File: src/rtl/mcdt_n_if.sv
// Channel-side and output-side signals of mcdt_n, bundled for port connection.
// slave = the transfer block itself, master = whatever drives the channels and sinks the output.
interface mcdt_n_if #(
  parameter int NCH   = 3,
  parameter int DW    = 32,
  parameter int DEPTH = 32,
  parameter int IDW   = $clog2(NCH),
  parameter int MW    = $clog2(DEPTH) + 1
);
  logic [NCH*DW-1:0] ch_data_i;
  logic [NCH-1:0]    ch_valid_i;
  logic [NCH-1:0]    ch_ready_o;
  logic [NCH*MW-1:0] ch_margin_o;
  logic              arb_mode_i;
  logic [DW-1:0]     mcdt_data_o;
  logic              mcdt_val_o;
  logic [IDW-1:0]    mcdt_id_o;
  logic              mcdt_ready_i;

  modport slave (
    input  ch_data_i, ch_valid_i, arb_mode_i, mcdt_ready_i,
    output ch_ready_o, ch_margin_o, mcdt_data_o, mcdt_val_o, mcdt_id_o
  );

  modport master (
    output ch_data_i, ch_valid_i, arb_mode_i, mcdt_ready_i,
    input  ch_ready_o, ch_margin_o, mcdt_data_o, mcdt_val_o, mcdt_id_o
  );
endinterface

File: src/rtl/mcdt_n.sv
// Multi-channel data transfer: NCH per-channel FIFOs merged onto one tagged
// output stream by a round-robin / fixed-priority arbiter with backpressure.

module mcdt_n_fifo #(
  parameter int DW    = 32,
  parameter int DEPTH = 32,
  parameter int MW    = $clog2(DEPTH) + 1
) (
  input  logic          clk_i,
  input  logic          rst_i,
  input  logic          push_i,
  input  logic [DW-1:0] wdata_i,
  input  logic          pop_i,
  output logic          ready_o,
  output logic [MW-1:0] margin_o,
  output logic [DW-1:0] rdata_o,
  output logic          nempty_o
);
  localparam int AW = $clog2(DEPTH);

  logic [DW-1:0] mem_q [DEPTH];
  logic [AW-1:0] wr_ptr_q, rd_ptr_q;
  logic [MW-1:0] count_q, count_d;
  logic          do_push, do_pop;

  // Full/empty come from the registered count only, so a same-cycle pop
  // never frees a slot and a same-cycle push is never visible to the reader.
  assign ready_o  = (count_q != MW'(DEPTH)) && !rst_i;
  assign nempty_o = (count_q != '0);
  assign margin_o = MW'(DEPTH) - count_q;
  assign rdata_o  = mem_q[rd_ptr_q];
  assign do_push  = push_i && ready_o;
  assign do_pop   = pop_i && nempty_o;

  always_comb begin
    count_d = count_q;
    case ({do_push, do_pop})
      2'b10:   count_d = count_q + MW'(1);
      2'b01:   count_d = count_q - MW'(1);
      default: count_d = count_q;
    endcase
  end

  always_ff @(posedge clk_i) begin
    if (rst_i) begin
      count_q  <= '0;
      wr_ptr_q <= '0;
      rd_ptr_q <= '0;
    end else begin
      count_q <= count_d;
      if (do_push) wr_ptr_q <= wr_ptr_q + AW'(1);
      if (do_pop)  rd_ptr_q <= rd_ptr_q + AW'(1);
    end
  end

  always_ff @(posedge clk_i) begin
    if (do_push) mem_q[wr_ptr_q] <= wdata_i;
  end
endmodule

module mcdt_n #(
  parameter int NCH   = 3,
  parameter int DW    = 32,
  parameter int DEPTH = 32
) (
  input  logic   clk_i,
  input  logic   rst_i,
  mcdt_n_if.slave bus
);
  localparam int IDW = $clog2(NCH);
  localparam int MW  = $clog2(DEPTH) + 1;

  logic [NCH-1:0][DW-1:0] rdata;
  logic [NCH-1:0]         nempty;
  logic [NCH-1:0]         pop;
  logic [IDW-1:0]         grant, cand;
  logic                   load;
  int                     idx;

  logic [DW-1:0]  data_q, data_d;
  logic [IDW-1:0] id_q, id_d;
  logic [IDW-1:0] last_q, last_d;
  logic           val_q, val_d;

  for (genvar c = 0; c < NCH; c++) begin : g_ch
    mcdt_n_fifo #(.DW(DW), .DEPTH(DEPTH), .MW(MW)) u_fifo (
      .clk_i    (clk_i),
      .rst_i    (rst_i),
      .push_i   (bus.ch_valid_i[c]),
      .wdata_i  (bus.ch_data_i[c*DW +: DW]),
      .pop_i    (pop[c]),
      .ready_o  (bus.ch_ready_o[c]),
      .margin_o (bus.ch_margin_o[c*MW +: MW]),
      .rdata_o  (rdata[c]),
      .nempty_o (nempty[c])
    );
  end

  // Both searches scan from lowest to highest priority so the last hit wins.
  // Round-robin: offset NCH is last_q itself, i.e. the previous winner goes last.
  always_comb begin
    grant = '0;
    cand  = '0;
    idx   = 0;
    if (bus.arb_mode_i) begin
      for (int i = NCH - 1; i >= 0; i--)
        if (nempty[i]) grant = IDW'(i);
    end else begin
      for (int k = NCH; k >= 1; k--) begin
        idx = int'(last_q) + k;
        if (idx >= NCH) idx = idx - NCH;
        cand = IDW'(idx);
        if (nempty[cand]) grant = cand;
      end
    end
  end

  assign load = (!val_q || bus.mcdt_ready_i) && (|nempty);
  assign pop  = load ? (NCH'(1) << grant) : '0;

  always_comb begin
    data_d = data_q;
    id_d   = id_q;
    val_d  = val_q;
    last_d = last_q;
    if (load) begin
      data_d = rdata[grant];
      id_d   = grant;
      val_d  = 1'b1;
      last_d = grant;
    end else if (bus.mcdt_ready_i) begin
      val_d = 1'b0;
    end
  end

  always_ff @(posedge clk_i) begin
    if (rst_i) begin
      data_q <= '0;
      id_q   <= '0;
      val_q  <= 1'b0;
      last_q <= IDW'(NCH - 1);
    end else begin
      data_q <= data_d;
      id_q   <= id_d;
      val_q  <= val_d;
      last_q <= last_d;
    end
  end

  assign bus.mcdt_data_o = data_q;
  assign bus.mcdt_id_o   = id_q;
  assign bus.mcdt_val_o  = val_q;
endmodule
File: src/flat_wrapper.sv
// flat-port wrapper written by rule: the top's interface ports become plain ports
module mcdt_n_flat 
#(
  parameter int NCH   = 3,
  parameter int DW    = 32,
  parameter int DEPTH = 32
)
  (clk_i, rst_i, bus_ch_data_i, bus_ch_valid_i, bus_arb_mode_i, bus_mcdt_ready_i, bus_ch_ready_o, bus_ch_margin_o, bus_mcdt_data_o, bus_mcdt_val_o, bus_mcdt_id_o);
  mcdt_n_if #(.NCH(NCH), .DW(DW), .DEPTH(DEPTH)) bus_i ();
  input  logic clk_i;
  input  logic rst_i;
  input wire logic [$bits(bus_i.ch_data_i)-1:0] bus_ch_data_i;
  input wire logic [$bits(bus_i.ch_valid_i)-1:0] bus_ch_valid_i;
  input wire logic [$bits(bus_i.arb_mode_i)-1:0] bus_arb_mode_i;
  input wire logic [$bits(bus_i.mcdt_ready_i)-1:0] bus_mcdt_ready_i;
  output wire logic [$bits(bus_i.ch_ready_o)-1:0] bus_ch_ready_o;
  output wire logic [$bits(bus_i.ch_margin_o)-1:0] bus_ch_margin_o;
  output wire logic [$bits(bus_i.mcdt_data_o)-1:0] bus_mcdt_data_o;
  output wire logic [$bits(bus_i.mcdt_val_o)-1:0] bus_mcdt_val_o;
  output wire logic [$bits(bus_i.mcdt_id_o)-1:0] bus_mcdt_id_o;
  assign bus_i.ch_data_i = bus_ch_data_i;
  assign bus_i.ch_valid_i = bus_ch_valid_i;
  assign bus_i.arb_mode_i = bus_arb_mode_i;
  assign bus_i.mcdt_ready_i = bus_mcdt_ready_i;
  assign bus_ch_ready_o = bus_i.ch_ready_o;
  assign bus_ch_margin_o = bus_i.ch_margin_o;
  assign bus_mcdt_data_o = bus_i.mcdt_data_o;
  assign bus_mcdt_val_o = bus_i.mcdt_val_o;
  assign bus_mcdt_id_o = bus_i.mcdt_id_o;
  mcdt_n #(.NCH(NCH), .DW(DW), .DEPTH(DEPTH)) u_core (.clk_i(clk_i), .rst_i(rst_i), .bus(bus_i));
endmodule
File: config.mk
export PLATFORM = sky130hd
export DESIGN_NAME = mcdt_n_flat
export DESIGN_NICKNAME = d
export VERILOG_FILES = /design/src/rtl/mcdt_n_if.sv /design/src/rtl/mcdt_n.sv /design/src/flat_wrapper.sv
export SDC_FILE = /design/constraint.sdc
export NUM_CORES = 2
export LEC_CHECK = 0
export CELL_PAD_IN_SITES_DETAIL_PLACEMENT = 1
export CELL_PAD_IN_SITES_GLOBAL_PLACEMENT = 2
export CORE_UTILIZATION = 25
export CTS_BUF_LIST = sky130_fd_sc_hd__clkbuf_4 sky130_fd_sc_hd__clkbuf_8
export CTS_CLUSTER_SIZE = 30
export DETAILED_ROUTE_END_ITERATION = 8
export PLACE_DENSITY = 0.45
export RECOVER_POWER = 50
export SLEW_MARGIN = 15
export SYNTH_ARGS = -nofsm -noshare
export SYNTH_HDL_FRONTEND = slang
export SYNTH_SLANG_ARGS = --single-unit
File: constraint.sdc
create_clock -name clk_i -period 4.15 [get_ports clk_i]
set_clock_uncertainty 0.05 [all_clocks]
set_input_delay 0.83 -clock clk_i [delete_from_list [all_inputs] [get_ports clk_i]]
set_output_delay 0.83 -clock clk_i [all_outputs]
set_load 0.02 [all_outputs]
-- Word level (Yosys, flattened, before mapping)
Memories as Yosys holds them, arrays and structs flattened. A register that Yosys moved wholly into a read port is not among the register bits.
Index checks and enable logic that the tools add are counted.
- muxes and demuxes: 39
- magnitude comparators: 7
- equal/unequal tests: 9
- shift-type cells: 1
- add/sub/neg operators: 21
- reductions and logical operators: 21
- operators with widths (cell ; number):
    32-bit binary-select mux with 2-bit select ; 1
    6-bit one-hot mux with 2 select lines ; 3
    32-bit 2-to-1 mux ; 1
    5-bit by 1-bit adder with 5-bit output, second input constant ; 6
    5-bit 2-to-1 mux ; 6
    2-bit 2-to-1 mux ; 13
    6-bit by 1-bit adder with 6-bit output, second input constant ; 3
    6-bit != test, second input constant ; 3
    6-bit nonzero test ; 3
    6-bit by 1-bit subtractor with 6-bit output, second input constant ; 3
    6-bit subtractor, first input constant ; 3
    2-bit by 3-bit less-than comparator with 1-bit output, second input constant ; 4
    1-bit 2-to-1 mux ; 11
    1-bit logical AND ; 10
    3-bit by 2-bit greater-or-equal comparator with 1-bit output, second input constant ; 3
    2-bit nonzero test ; 4
    2-bit by 2-bit adder with 3-bit output, second input constant ; 2
    1-bit binary-select mux with 2-bit select ; 3
    2-bit by 1-bit == test with 1-bit output, second input constant ; 3
    2-bit == test, second input constant ; 3
    2-bit by 1-bit subtractor with 2-bit output, second input constant ; 3
    2-bit by 1-bit adder with 3-bit output, second input constant ; 1
    3-bit 2-to-1 mux ; 1
    3-bit OR reduction ; 1
    3 further kinds ; 4
- bits in registers: 85
- memory bits (writable): 3072
- bits of input ports: 103
- memories kept: 3
- memory list (memory ; words ; bits a word ; rd ports ; clocked after Yosys merged registers in ; wr ports ; line ; source):
    u_core.g_ch[0].u_fifo.mem_q ; 32 ; 32 ; 1 ; 1 ; 1 ; mcdt_n.sv:21 ; logic [DW-1:0] mem_q [DEPTH];
    u_core.g_ch[1].u_fifo.mem_q ; 32 ; 32 ; 1 ; 1 ; 1 ; mcdt_n.sv:21 ;
    u_core.g_ch[2].u_fifo.mem_q ; 32 ; 32 ; 1 ; 1 ; 1 ; mcdt_n.sv:21 ;

-- Depth between registers and ports, before layout
- depth in word-level cells: 15
- mapped depth: 20
- gate-level depth less buffers: 17

-- By module
From an unflattened synthesis, not the netlist that was laid out.
- cell total of the unflattened synthesis: 6377
- area, all modules: 123235.7 um2
- by module, submodules not included (module ; cells each ; sequential area each (um2) ; times used ; area an instance (um2)):
    mcdt_n_fifo at u_core.g_ch[0].u_fifo ; 2063 ; 31169.9 ; 1 ; 40465.1
    mcdt_n_fifo at u_core.g_ch[1].u_fifo ; 2060 ; 31169.9 ; 1 ; 40448.8
    mcdt_n_fifo at u_core.g_ch[2].u_fifo ; 2060 ; 31169.9 ; 1 ; 40443.8
    mcdt_n ; 194 ; 720.7 ; 1 ; 1878.1

-- Least setup slack after synthesis
Ideal clock, no wire load.
- kind: register -> register
- start point: register u_core.g_ch[0].u_fifo.count_q[1]
- end point: register u_core.g_ch[1].u_fifo.count_q[4]
- cell stages (with the launch flop): 19
- arrival time: 3.756 ns
- path buffers: 2
- setup slack: 0.216 ns
- path through: dfxtp_1 > clkbuf_1 > inv_1 > ha_1 > or4b_4 > o32a_1 > o221a_1 > nor2_2 > nand2_2 > inv_2 > ha_1 > buf_1 > xor2_1 > ha_1 > a21oi_1 > a32oi_1 > a21oi_1 > xnor2_1 > nor2_1
- longest elaborated chain between the ends: 12
- ends and longest elaborated chain (item ; line ; source):
    start: declaration ; mcdt_n.sv:23 ; logic [MW-1:0] count_q, count_d;
    start signal: assignment ; mcdt_n.sv:50 ; count_q <= count_d;
    6-bit nonzero test (*) ; mcdt_n.sv:29 ; assign nempty_o = (count_q != '0);
    1-bit binary-select mux with 2-bit select ; mcdt_n.sv:113 ; if (nempty[cand]) grant = cand;
    1-bit 2-to-1 mux (implied by the code) ; mcdt_n.sv:113 ;
    2-bit 2-to-1 mux (3 in series) ; mcdt_n.sv:113 ;
    2-bit 2-to-1 mux ; mcdt_n.sv:105 ; if (bus.arb_mode_i) begin
    1-bit by 2-bit left shift with 3-bit output ; mcdt_n.sv:119 ; assign pop = load ? (NCH'(1) << grant) : '0;
    3-bit 2-to-1 mux (*) ; mcdt_n.sv:119 ;
    1-bit logical AND (*) ; mcdt_n.sv:33 ; assign do_pop = pop_i && nempty_o;
    2-bit by 1-bit == test with 1-bit output or 2-bit == test (tied branches) ; mcdt_n.sv:37 ; case ({do_push, do_pop})
    6-bit one-hot mux with 2 select lines or 2-bit nonzero test (tied branches) ; - ;
    end signal: assignment ; mcdt_n.sv:50 ;
    end: declaration ; mcdt_n.sv:23 ;
Mark *: on every way between the ends. The rest lies on a longest branch, timed or not. The select of a mux whose other input is x is not followed.
A chain may end at the register's enable or synchronous reset.

-- Final worst setup path
- start point: register u_core.g_ch[2].u_fifo.count_q[1]
- end point: output bus_ch_margin_o[13]
- longest elaborated chain between the ends: 1
- ends and longest elaborated chain (item ; line ; source):
    start: declaration ; mcdt_n.sv:23 ;
    start signal: assignment ; mcdt_n.sv:50 ;
    6-bit subtractor ; mcdt_n.sv:30 ; assign margin_o = MW'(DEPTH) - count_q;
    end: declaration ; flat_wrapper.sv:17 ; output wire logic [$bits(bus_i.ch_margin_o)-1:0] bus_ch_margin_o;
Every way passes these cells.

==> results by group <==
Worst hold path
  – Min-delay worst type: input pin to flip-flop

STA
  – Post-route setup slack: approximately 0.2 ns
  – Pins over their slew limit: 927
  – Max frequency: ~250 MHz
  – Setup violators final: 0
  – Post-layout min period: a little under 4 ns
  – Fin crit share: 0.951
  – Slew margin rel.: -0.192
  – Final Hold Vio Count: 0
  – RSZ-0062 raised after global routing: no
  – Slew at the pin closest to its max-slew limit: 1.79 ns

Critical path
  – CP required: 3.27 ns
  – Worst-case reg-to-reg path depth: 11
  – Reg2reg setup slack: approximately 0.25 ns
  – Crit path from: u_core.g_ch[2].u_fifo.count_q[1]
  – Worst setup path end: bus_ch_margin_o[13]
  – CP arrival: 3.07 ns
  – Startpoint types: flip-flop
  – Reg2reg end: u_core.g_ch[0].u_fifo.mem_q[16][11]
  – Crit-path max FO: 6
  – Worst Setup Path Type: flip-flop to primary output
  – Worst Setup End Kind: primary output
  – R2R Path Start: u_core.g_ch[0].u_fifo.count_q[0]

Synth
  – Number of flops mapped to enable cells by yosys: just over 3,000
  – Count leader, synth: edfxtp_1
  – Post-Syn Instances: between 5,000 and 6,000
  – Register area share after synthesis: 0.771
  – Syn nets: 5,823
  – Largest cells by area after synthesis: edfxtp_1 75%, mux4_2 13%, mux2i_1 2.5%
  – Synth unique cells: 65
  – Cell taking the most area after synthesis: edfxtp_1
  – Async S/R FF share, synth: 0
  – Post-Syn Area: 0.122 mm^2
  – Yosys reg bits: 3,171
  – Syn avg cell area: between 20 and 25 um^2
  – Yosys warns: 0
  – Synth top cells by count: 3,072 x edfxtp_1, 722 x mux4_2, 302 x mux2i_1, 197 x nor2_1, 173 x clkbuf_1
  – Ys flop type: edfxtp_1
  – Top cell type's share of synthesized area: 0.755

Clock tree
  – CTS tree: yes
  – Clk pin slew, worst setup/hold paths: ~0.060 ns
  – Clock latency on the worst-skew pair: 1.26 ns
  – Max Root-Sink Buffers: 4
  – CTS root buf: clkbuf_8
  – Sink Count: 3,171
  – TritonCTS Buffers: 584
  – # H-tree levels: 6
  – Postcts setup bufs: 0

Route
  – Vias: 62,451
  – DRC viols: 0
  – WL/cell: about 30 um
  – DRT Pass-1 Iters: 5
  – Via density: 4.64
  – Remaining antenna violation count: 0
  – Iter 0 DRT Violations: 4,650
  – Total Routed Length: between 400,000 and 500,000 um

Global routing
  – Gr usage total: 0.164
  – Largest net degree at the start of global routing: between 70 and 80
  – Initial antenna violation count: 73
  – Met1 Use GR: 0.217
  – GRT Max-Usage Layer: met2
  – First-pass GRT wire length: 561,000 um
  – Vias in the first global route: 67,370
  – GR Util met3: 0.0374
  – Grt ovf: 0
  – Met2 usage: 0.271

Power
  – Pleak: between 0.04 and 0.05 uW
  – Worst vdd ir: 0.557 mV
  – Power Density: 552 mW/mm^2

Place
  – IO buf count: about 160
  – Placer Congestion: ~0.74
  – Post-DP HPWL: roughly 250,000 um
  – Dpl ws: 0.0357 ns
  – DP Cell Count: 12,416

Final layout
  – Layout cells sized above 1: 0.317
  – Fillers: approximately 49,000
  – Final net count: 6,692
  – Area of the multi-input gates: 0.0273 mm^2
  – Area delta synth->final: 20.0%
  – Register area: between 0.09 and 0.1 mm^2
  – Post-route non-filler standard cell count: roughly 13,000

Floorplanning
  – Num rows: 256
  – Vert. Die Dim: 701 um
  – Chip width: ~700 um
  – Die area: 0.492 mm^2
  – Top-level port count: approximately 160
  – Initial Util: 0.251
  – Core ar.: 0.487 mm^2

Run
  – Maxcap violations: 28

Status
  – Status: complete, but fails checks
  – Violated checks: capacitance limit, slew limit
## how the worst min path moves through the flow
stage	start	end	slack, ns	depth (start not counted)
2_1_floorplan	u_core.g_ch[2].u_fifo.rd_ptr_q[1]	flip-flop	0.41	2
3_3_place_gp	u_core.g_ch[2].u_fifo.rd_ptr_q[1]	flip-flop	0.43	2
3_5_place_dp	u_core.bus.mcdt_data_o[4]	u_core.bus.mcdt_data_o[4]	0.43	2
4_1_cts	bus_ch_data_i[12]	u_core.g_ch[0].u_fifo.mem_q[20][12]	0.002	1
5_1_grt	rst_i	u_core.g_ch[2].u_fifo.wr_ptr_q[2]	0.39	3
6_report	bus_ch_data_i[37]	u_core.g_ch[1].u_fifo.mem_q[13][5]	0.44	1
## sequential cells by signal (all words and copies together), names as in the netlist, named ones only
name                         flops
u_core.g_ch.u_fifo.mem_q      3072
u_core.bus.mcdt_data_o          32
u_core.g_ch.u_fifo.count_q      18
u_core.g_ch.u_fifo.rd_ptr_q     15
u_core.g_ch.u_fifo.wr_ptr_q     15
u_core.last_q                    2
u_core.bus.mcdt_id_o             1
u_core.bus.mcdt_val_o            1
## per-layer routing
metal  part of all wire  vias to the layer above
met5            0.00022                        -
met4              0.023                       14
met3              0.058                      615
met2               0.48                     1618
met1               0.44                    34415
li1                   -                    25789
## layout make-up
type | count | share of cell area
Tap cell | 6450 | 0.0551
Clock inverter | 215 | 0.00838
Sequential cell | 3171 | 0.643
Antenna cell | 26 | 0.000444
Timing Repair Buffer | 613 | 0.0391
Clock buffer | 801 | 0.0669
Inverter | 31 | 0.000811
Multi-Input combinational cell | 2158 | 0.186
## cells in the final DEF (no fill, tap or decap), types with 21 or more instances in the layout
cell / count
a22oi_1: 113
nor2_4: 89
diode_2: 26
nor2b_1: 21
clkbuf_8: 606
dlygate4sd3_1: 67
mux2i_1: 299
clkinv_1: 132
xnor2_1: 23
a22o_1: 24
o22ai_1: 34
dfxtp_1: 83
ha_1: 30
nor2_1: 106
o2111ai_1: 40
o211ai_1: 22
mux4_2: 722
nand2_1: 157
xor2_1: 26
buf_4: 325
clkinv_2: 40
mux2_2: 40
a21oi_1: 68
buf_12: 87
clkbuf_1: 66
clkdlybuf4s50_1: 50
clkbuf_4: 200
a31oi_1: 44
edfxtp_1: 3072
inv_1: 29
a221oi_1: 47
o21ai_0: 37
## through the flow
| stage | TNS [ns] | utilization | cell area (um^2) | hold slack [ns] | total power [uW] |
|---|---|---|---|---|---|
| final | 0 | 0.301 | 147000 | 0.443 | 80900 |
| after floorplan | 0 | - | 122000 | 0.413 | 44800 |
| after CTS | 0 | 0.302 | 147000 | 0.00237 | 82700 |
| after global routing | 0 | 0.301 | 147000 | 0.387 | 84400 |
| after global placement | -0.0695 | 0.279 | 136000 | 0.429 | 53100 |
| after detailed placement | 0 | 0.279 | 136000 | 0.432 | 53100 |
## critical path, cell delays in order, from the launching register on
cell	delay, ns
dfxtp_1	0.49
inv_1	0.13
ha_1	0.53
clkdlybuf4s50_1	0.71
## logic make-up after synthesis
logic type,share of synthesized area
AO/OA/AOI/OAI,0.0286
flip-flops,0.771
adder cells (fa/ha/maj),0.00307
XOR/XNOR,0.00387
multiplexers,0.161
buffers and inverters,0.0123
AND/OR/NAND/NOR,0.0194
## repair_timing
item                                    in CTS  in global routing
resized for setup                           24                  5
endpoints found under the setup margin      12                  7
hold buffers                                 6                  1
endpoints found under the hold margin      140                  3
## power by group
group	internal (uW)	total [uW]	switching, uW	leakage, uW
sequential	35600	36300	723	0.0285
combinational	6220	15600	9350	0.00972
clock	15600	29000	13400	0.00582
(Power assumes the default switching activity.)
